## src/rtl/fir_mac_acc_pkg.sv

```systemverilog
// rtl/fir_mac_acc_pkg.sv - shared widths, types and FSM states for the FIR MAC back end
package fir_mac_acc_pkg;

  localparam int DATA_WIDTH = 8;
  localparam int NUM_TAPS   = 8;
  localparam int ACC_WIDTH  = 2*DATA_WIDTH + $clog2(NUM_TAPS);

  typedef logic [2*DATA_WIDTH-1:0]     prod_t;
  typedef logic [ACC_WIDTH-1:0]        acc_t;
  typedef logic [$clog2(NUM_TAPS)-1:0] tap_idx_t;

  typedef enum logic {
    IDLE,
    ACCUM
  } fir_acc_state_e;

endpackage

```

## src/rtl/fir_mac_acc_fmt.sv

```systemverilog
// rtl/fir_mac_acc_fmt.sv - output shift, overflow detect and wrap/saturate formatting
// FIR_ACC_SAT_EN selects saturation on overflow; otherwise the sample wraps.
module fir_mac_acc_fmt #(
  parameter int ACC_WIDTH = 19,
  parameter int OUT_SHIFT = 0,
  parameter int OUT_WIDTH = 16
) (
  input  logic [ACC_WIDTH-1:0] full_i,
  output logic [OUT_WIDTH-1:0] y_o,
  output logic                 ovf_o
);

  logic [ACC_WIDTH-1:0] sh;

  assign sh = full_i >> OUT_SHIFT;

  generate
    if (OUT_WIDTH < ACC_WIDTH) begin : g_narrow
      assign ovf_o = |sh[ACC_WIDTH-1:OUT_WIDTH];
`ifdef FIR_ACC_SAT_EN
      assign y_o = ovf_o ? {OUT_WIDTH{1'b1}} : sh[OUT_WIDTH-1:0];
`else
      assign y_o = sh[OUT_WIDTH-1:0];
`endif
    end else begin : g_wide
      assign ovf_o = 1'b0;
      assign y_o   = OUT_WIDTH'(sh);
    end
  endgenerate

endmodule

```

## src/rtl/fir_mac_acc.sv

```systemverilog
// rtl/fir_mac_acc.sv - sums NUM_TAPS products per output sample and hands it downstream
// Output formatting is wrap by default, saturate when FIR_ACC_SAT_EN is defined.
module fir_mac_acc
  import fir_mac_acc_pkg::*;
#(
  parameter int NUM_TAPS   = fir_mac_acc_pkg::NUM_TAPS,
  parameter int DATA_WIDTH = fir_mac_acc_pkg::DATA_WIDTH,
  parameter int OUT_SHIFT  = 0,
  parameter int OUT_WIDTH  = 2*DATA_WIDTH
) (
  input  logic                        clk_i,
  input  logic                        rst_ni,
  input  logic                        clear_i,
  input  logic                        prod_valid_i,
  output logic                        prod_ready_o,
  input  logic [2*DATA_WIDTH-1:0]     prod_i,
  output logic                        y_valid_o,
  input  logic                        y_ready_i,
  output logic [OUT_WIDTH-1:0]        y_o,
  output logic [$clog2(NUM_TAPS)-1:0] tap_cnt_o,
  output logic                        ovf_o
);

  localparam int AW = 2*DATA_WIDTH + $clog2(NUM_TAPS);
  localparam int TW = $clog2(NUM_TAPS);
  localparam logic [TW-1:0] LAST_TAP = TW'(NUM_TAPS-1);

  fir_acc_state_e state_q, state_d;
  logic [TW-1:0]  tap_cnt_q, tap_cnt_d;
  logic [AW-1:0]  acc_q, acc_d, full;
  logic [OUT_WIDTH-1:0] y_q, y_d, y_fmt;
  logic y_valid_q, y_valid_d, ovf_q, ovf_d, fmt_ovf;
  logic last_tap, accept, launch;

  // Only the closing tap needs a free output register, so only it stalls.
  assign last_tap     = (tap_cnt_q == LAST_TAP);
  assign prod_ready_o = !clear_i && !(last_tap && y_valid_q && !y_ready_i);
  assign accept       = prod_valid_i && prod_ready_o;
  assign full         = acc_q + AW'(prod_i);
  assign launch       = accept && (state_q == ACCUM) && last_tap;

  fir_mac_acc_fmt #(
    .ACC_WIDTH (AW),
    .OUT_SHIFT (OUT_SHIFT),
    .OUT_WIDTH (OUT_WIDTH)
  ) u_fmt (
    .full_i (full),
    .y_o    (y_fmt),
    .ovf_o  (fmt_ovf)
  );

  always_comb begin
    state_d   = state_q;
    tap_cnt_d = tap_cnt_q;
    acc_d     = acc_q;
    if (clear_i) begin
      state_d   = IDLE;
      tap_cnt_d = '0;
      acc_d     = '0;
    end else if (accept) begin
      case (state_q)
        IDLE: begin
          acc_d     = AW'(prod_i);
          tap_cnt_d = TW'(1);
          state_d   = ACCUM;
        end
        ACCUM: begin
          if (last_tap) begin
            acc_d     = '0;
            tap_cnt_d = '0;
            state_d   = IDLE;
          end else begin
            acc_d     = full;
            tap_cnt_d = tap_cnt_q + TW'(1);
          end
        end
        default: state_d = IDLE;
      endcase
    end
  end

  // A launch wins over a pop on the same edge, giving back-to-back samples.
  always_comb begin
    y_d       = y_q;
    y_valid_d = y_valid_q;
    ovf_d     = ovf_q;
    if (clear_i) begin
      y_valid_d = 1'b0;
      ovf_d     = 1'b0;
    end else if (launch) begin
      y_d       = y_fmt;
      y_valid_d = 1'b1;
      ovf_d     = ovf_q | fmt_ovf;
    end else if (y_ready_i) begin
      y_valid_d = 1'b0;
    end
  end

  always_ff @(posedge clk_i or negedge rst_ni) begin
    if (!rst_ni) begin
      state_q   <= IDLE;
      tap_cnt_q <= '0;
      acc_q     <= '0;
      y_q       <= '0;
      y_valid_q <= 1'b0;
      ovf_q     <= 1'b0;
    end else begin
      state_q   <= state_d;
      tap_cnt_q <= tap_cnt_d;
      acc_q     <= acc_d;
      y_q       <= y_d;
      y_valid_q <= y_valid_d;
      ovf_q     <= ovf_d;
    end
  end

  assign y_o       = y_q;
  assign y_valid_o = y_valid_q;
  assign tap_cnt_o = tap_cnt_q;
  assign ovf_o     = ovf_q;

endmodule

```

## config.mk

```make
export PLATFORM = sky130hd
export DESIGN_NAME = fir_mac_acc
export DESIGN_NICKNAME = d
export VERILOG_FILES = /design/src/rtl/fir_mac_acc_pkg.sv /design/src/rtl/fir_mac_acc_fmt.sv /design/src/rtl/fir_mac_acc.sv
export SDC_FILE = /design/constraint.sdc
export NUM_CORES = 1
export LEC_CHECK = 0
export ABC_AREA = 1
export ABC_CLOCK_PERIOD_IN_PS = 2660
export CAP_MARGIN = 15
export CORE_AREA = 10 10 77 92
export CTS_BUF_LIST = sky130_fd_sc_hd__clkbuf_8
export CTS_CLUSTER_SIZE = 40
export DETAILED_ROUTE_END_ITERATION = 10
export DIE_AREA = 0 0 87 102
export GPL_ROUTABILITY_DRIVEN = 0
export PLACE_DENSITY = 0.8
export SETUP_SLACK_MARGIN = 0.5
export SLEW_MARGIN = 5
export SYNTH_ARGS = -nofsm -noshare
export SYNTH_HDL_FRONTEND = slang
export SYNTH_SLANG_ARGS = --single-unit
```

## constraint.sdc

```tcl
create_clock -name clk_i -period 2.66 [get_ports clk_i]
set_clock_uncertainty 0.15 [all_clocks]
set_input_delay 0.798 -clock clk_i [delete_from_list [all_inputs] [get_ports clk_i]]
set_output_delay 0.798 -clock clk_i [all_outputs]
set_load 0.005 [all_outputs]
```

==> results of run 1 <==
## how the worst min path moves through the flow
stage | end | slack, ps | cells past startpoint
2_1_floorplan | acc_q[10]$_DFFE_PN0P_ | 300 | 2
3_3_place_gp | y_o[0]$_DFFE_PN0P_ | 310 | 2
3_5_place_dp | y_o[2]$_DFFE_PN0P_ | 310 | 2
4_1_cts | tap_cnt_o[1]$_DFFE_PN0P_ | 310 | 1
5_1_grt | tap_cnt_o[2]$_DFFE_PN0P_ | 300 | 1
6_report | tap_cnt_o[2]$_DFFE_PN0P_ | 290 | 1
## kinds of logic (layout without fill, tap and decap cells)
family / after synthesis / after routing / share of synthesized area
xor+xnor: 7 / 7 / 0.0212
buf+inv: 59 / 173 / 0.0884
simple gates: 247 / 247 / 0.355
flops: 41 / 41 / 0.355
compound gates: 42 / 42 / 0.0949
fa+ha+maj: 19 / 19 / 0.0850
## sequential cells by signal, summed over array words and instances (netlist names)
register,flops
acc_q,19
ovf_o,1
state_q,1
tap_cnt_o,3
y_o,16
y_valid_o,1
## layout make-up
type / count / area, um2 / share of cell area
Clock inverter: 2 / 33.8 / 0.00713
Inverter: 51 / 204 / 0.0431
Multi-Input combinational cell: 315 / 2310 / 0.489
Tap cell: 62 / 77.6 / 0.0164
Clock buffer: 6 / 82.6 / 0.0174
Sequential cell: 41 / 1030 / 0.217
Timing Repair Buffer: 114 / 998 / 0.211
## power by group through the flow
| stage | combinational, uW | clock, uW | sequential (uW) |
|---|---|---|---|
| floorplan | 370 | 0 | 699 |
| detailed placement | 659 | 0 | 703 |
| global route | 1060 | 578 | 705 |
| CTS | 766 | 534 | 698 |
| global placement | 644 | 0 | 701 |
| finish | 1010 | 552 | 703 |
## repair_timing
| action | 4_1_cts | 5_1_grt |
|---|---|---|
| resized for setup | 110 | 111 |
| setup buffers | 21 | 9 |
| gates cloned | 1 | 0 |
| pin swaps | 34 | 53 |
| endpoints found under the hold margin | 0 | 0 |
| hold buffers | 0 | 0 |
| setup endpoints to repair | 45 | 42 |
## metrics by stage
step	setup slack [ps]	TNS, ps
6_report	253	0
5_1_grt	231	0
4_1_cts	333	0
3_5_place_dp	-389	-7220
3_3_place_gp	-290	-5700
2_1_floorplan	334	0
## worst max-delay path: stages (launching register included)
cell and delay (ps):
dfrtp_1 410, ha_2 210, ha_4 180, a31oi_4 140, buf_4 130, buf_4 100
nand2_4 50, buf_6 130, nor2_4 90, inv_2 60, nor2_4 150, buf_12 140
buf_12 130, nand3_1 120, nand2_1 130
## cells in the final DEF, fill, tap and decap left out, types with 7 or more instances in the layout
| cell type | instances |
|---|---|
| dlygate4sd2_1 | 8 |
| nand2_4 | 16 |
| inv_2 | 13 |
| clkdlybuf4s50_1 | 14 |
| buf_2 | 7 |
| nand3_1 | 15 |
| nor2_2 | 8 |
| o21ai_2 | 7 |
| ha_4 | 17 |
| nor2_1 | 7 |
| dfrtp_1 | 41 |
| nand2_2 | 28 |
| nand3_2 | 16 |
| buf_4 | 65 |
| inv_1 | 37 |
| nor2_4 | 8 |
| nand2_1 | 138 |
## metal layers
metal | share of wire | vias up | wire length [um] | global-route usage
met5 | 0 | - | 0 | 0
met4 | 0.090 | 0 | 1220 | 0.162
met3 | 0.10 | 144 | 1380 | 0.0629
met2 | 0.48 | 361 | 6500 | 0.400
met1 | 0.32 | 1764 | 4370 | 0.244
li1 | - | 1535 | - | -
==> metrics.log, run 1 <==
INFO  metric outcome = finished, final reports clean
INFO  metric vias_per_cell = 6.44
INFO  metric p_switching = 852 uW
INFO  metric vdd_drop_max = 0.381 mV
INFO  metric die-area = 0.00887 mm2
INFO  metric num_rows = 29
INFO  metric timing_max_transition_violations_final = 0
INFO  metric setup.worst_path.start = tap_cnt_o[1]$_DFFE_PN0P_
INFO  metric timing.max_cap.violations = 0
INFO  metric initial_core_util = 0.549
INFO  metric timing.rr.start = tap_cnt_o[1]$_DFFE_PN0P_
INFO  metric power_density = 479 mW/mm2
INFO  metric timing.setup.critical_path_class = reg2reg
INFO  metric ys.warnings.count = 0
INFO  metric fmax = 416 MHz
INFO  metric regToRegSetupSlack = 250 ps
INFO  metric setup_viol_count_final = 0
INFO  metric crit-reg2reg-capture = y_o[13]$_DFFE_PN0P_
INFO  metric dr.first_iter.drc_count = 588
INFO  metric nets = 568
INFO  metric cts_root_buffer = clkbuf_8
INFO  metric critPathCapture = y_o[13]$_DFFE_PN0P_
INFO  metric count_of_mapped_cells_out_of_synthesis = 415
INFO  metric clk_pin_slew_worst_paths = 90 ps
INFO  metric clock_tree.htree_level_count = 2
INFO  metric synthesis.nets = 455
INFO  metric unrepaired_setup_endpoints_after_global_routing = true
INFO  metric synth_area = 0.00289 mm2
INFO  metric min_period_over_period = 0.905
INFO  metric synth.top_cell.area_share = 0.355
INFO  metric drcViolationCount = 0
INFO  metric globalRouteTotalUtil = 0.234
INFO  metric filler_cell_count = 211
INFO  metric synth_ff_type = dfrtp_1
INFO  metric dpl_cell_area = 0.00376 mm2
INFO  metric detail_route.wl_per_cell = 22.8 um
INFO  metric cts.path.max_buffers = 2
INFO  metric post_route_cells_drive_above_1_share = 0.437
INFO  metric worst-slew-pin-transition = 522 ps
INFO  metric post_synth_edffs = 0
INFO  metric worstPathArrival = 2500 ps
INFO  metric r2r_cells = 14
INFO  metric clkLatencyLatePin = 320 ps
INFO  metric synth_area_per_cell = 6.96 um2
INFO  metric global_route_wire_length_before_repair = 16.6 mm
INFO  metric dr_total_vias = 3,804
INFO  metric post_synth_num_cell_types = 29
INFO  metric floorplan.core_area = 0.00526 mm2
INFO  metric power.sequential.fraction = 0.310
INFO  metric tritoncts_num_sinks = 41
INFO  metric tritoncts = built
INFO  metric static-leakage-power = 0.00253 uW
INFO  metric instances_no_fill = 591
INFO  metric p_total = 2270 uW
INFO  metric setup.worst_path.start_class = register
INFO  metric drt-pass1-iter-count = 6
INFO  metric final.min_clock_period = 2410 ps
INFO  metric synthTopCellsByArea = dfrtp_1 36%, nand2_1 24%, ha_1 7.8%, inv_1 6.1%, nand3_1 5.7%
INFO  metric antenna_violations_before_repair = 0
INFO  metric grt_overflow_total = 0
INFO  metric internal_power = 1420 uW
INFO  metric synth.yosys.seq_area_share = 0.355
INFO  metric worst_setup_path_end_kind = register
INFO  metric power_frac_clock = 0.243
INFO  metric detail_route.wirelength = 13.5 mm
INFO  metric place.detailed.instances = 552
INFO  metric num_io_pins = 43
INFO  metric area_growth = 64.1%
INFO  metric switching_share = 0.376
INFO  metric worstPathMaxFanout = 7
INFO  metric final_area = 0.00474 mm2
INFO  metric synthesis_stage_register_bit_count = 41
INFO  metric port_buffers = 42
INFO  metric holdWs = 287 ps
INFO  metric required = 2760 ps
INFO  metric synthArstFlopShare = 1.00
INFO  metric grt_pass1_vias = 3,543
INFO  metric layout.core_utilization = 0.900
INFO  metric most_common_cell_in_the_synthesized_netlist = nand2_1
INFO  metric cts_buffers = 5
INFO  metric holdCritPathClass = in2async
INFO  metric ys_top_cells_by_count = 181 x nand2_1, 47 x inv_1, 41 x dfrtp_1, 33 x nand3_1, 20 x nor2_1
INFO  metric timing.max_slew.rel_slack = 0.652
INFO  metric power.combinational.fraction = 0.447
INFO  metric largest_net_degree_at_the_start_of_global_routing = 23
INFO  metric antenna_cells = 0
INFO  metric hold_viol = 0
INFO  metric die_w = 87 um
INFO  metric yosys.area.top_type = dfrtp_1
INFO  metric dp.final_hpwl = 6.15 mm
INFO  metric antenna_violation_net_count_after_detailed_routing = 0
INFO  metric die_height = 102 um
No activity file was read; power rests on OpenSTA's default activity.
==> run 2: changes to the inputs <==
HOLD_SLACK_MARGIN = 0.06   (was default)
==> results of run 2 <==
The final DEF is identical to that of run 1; final timing and power are the same.
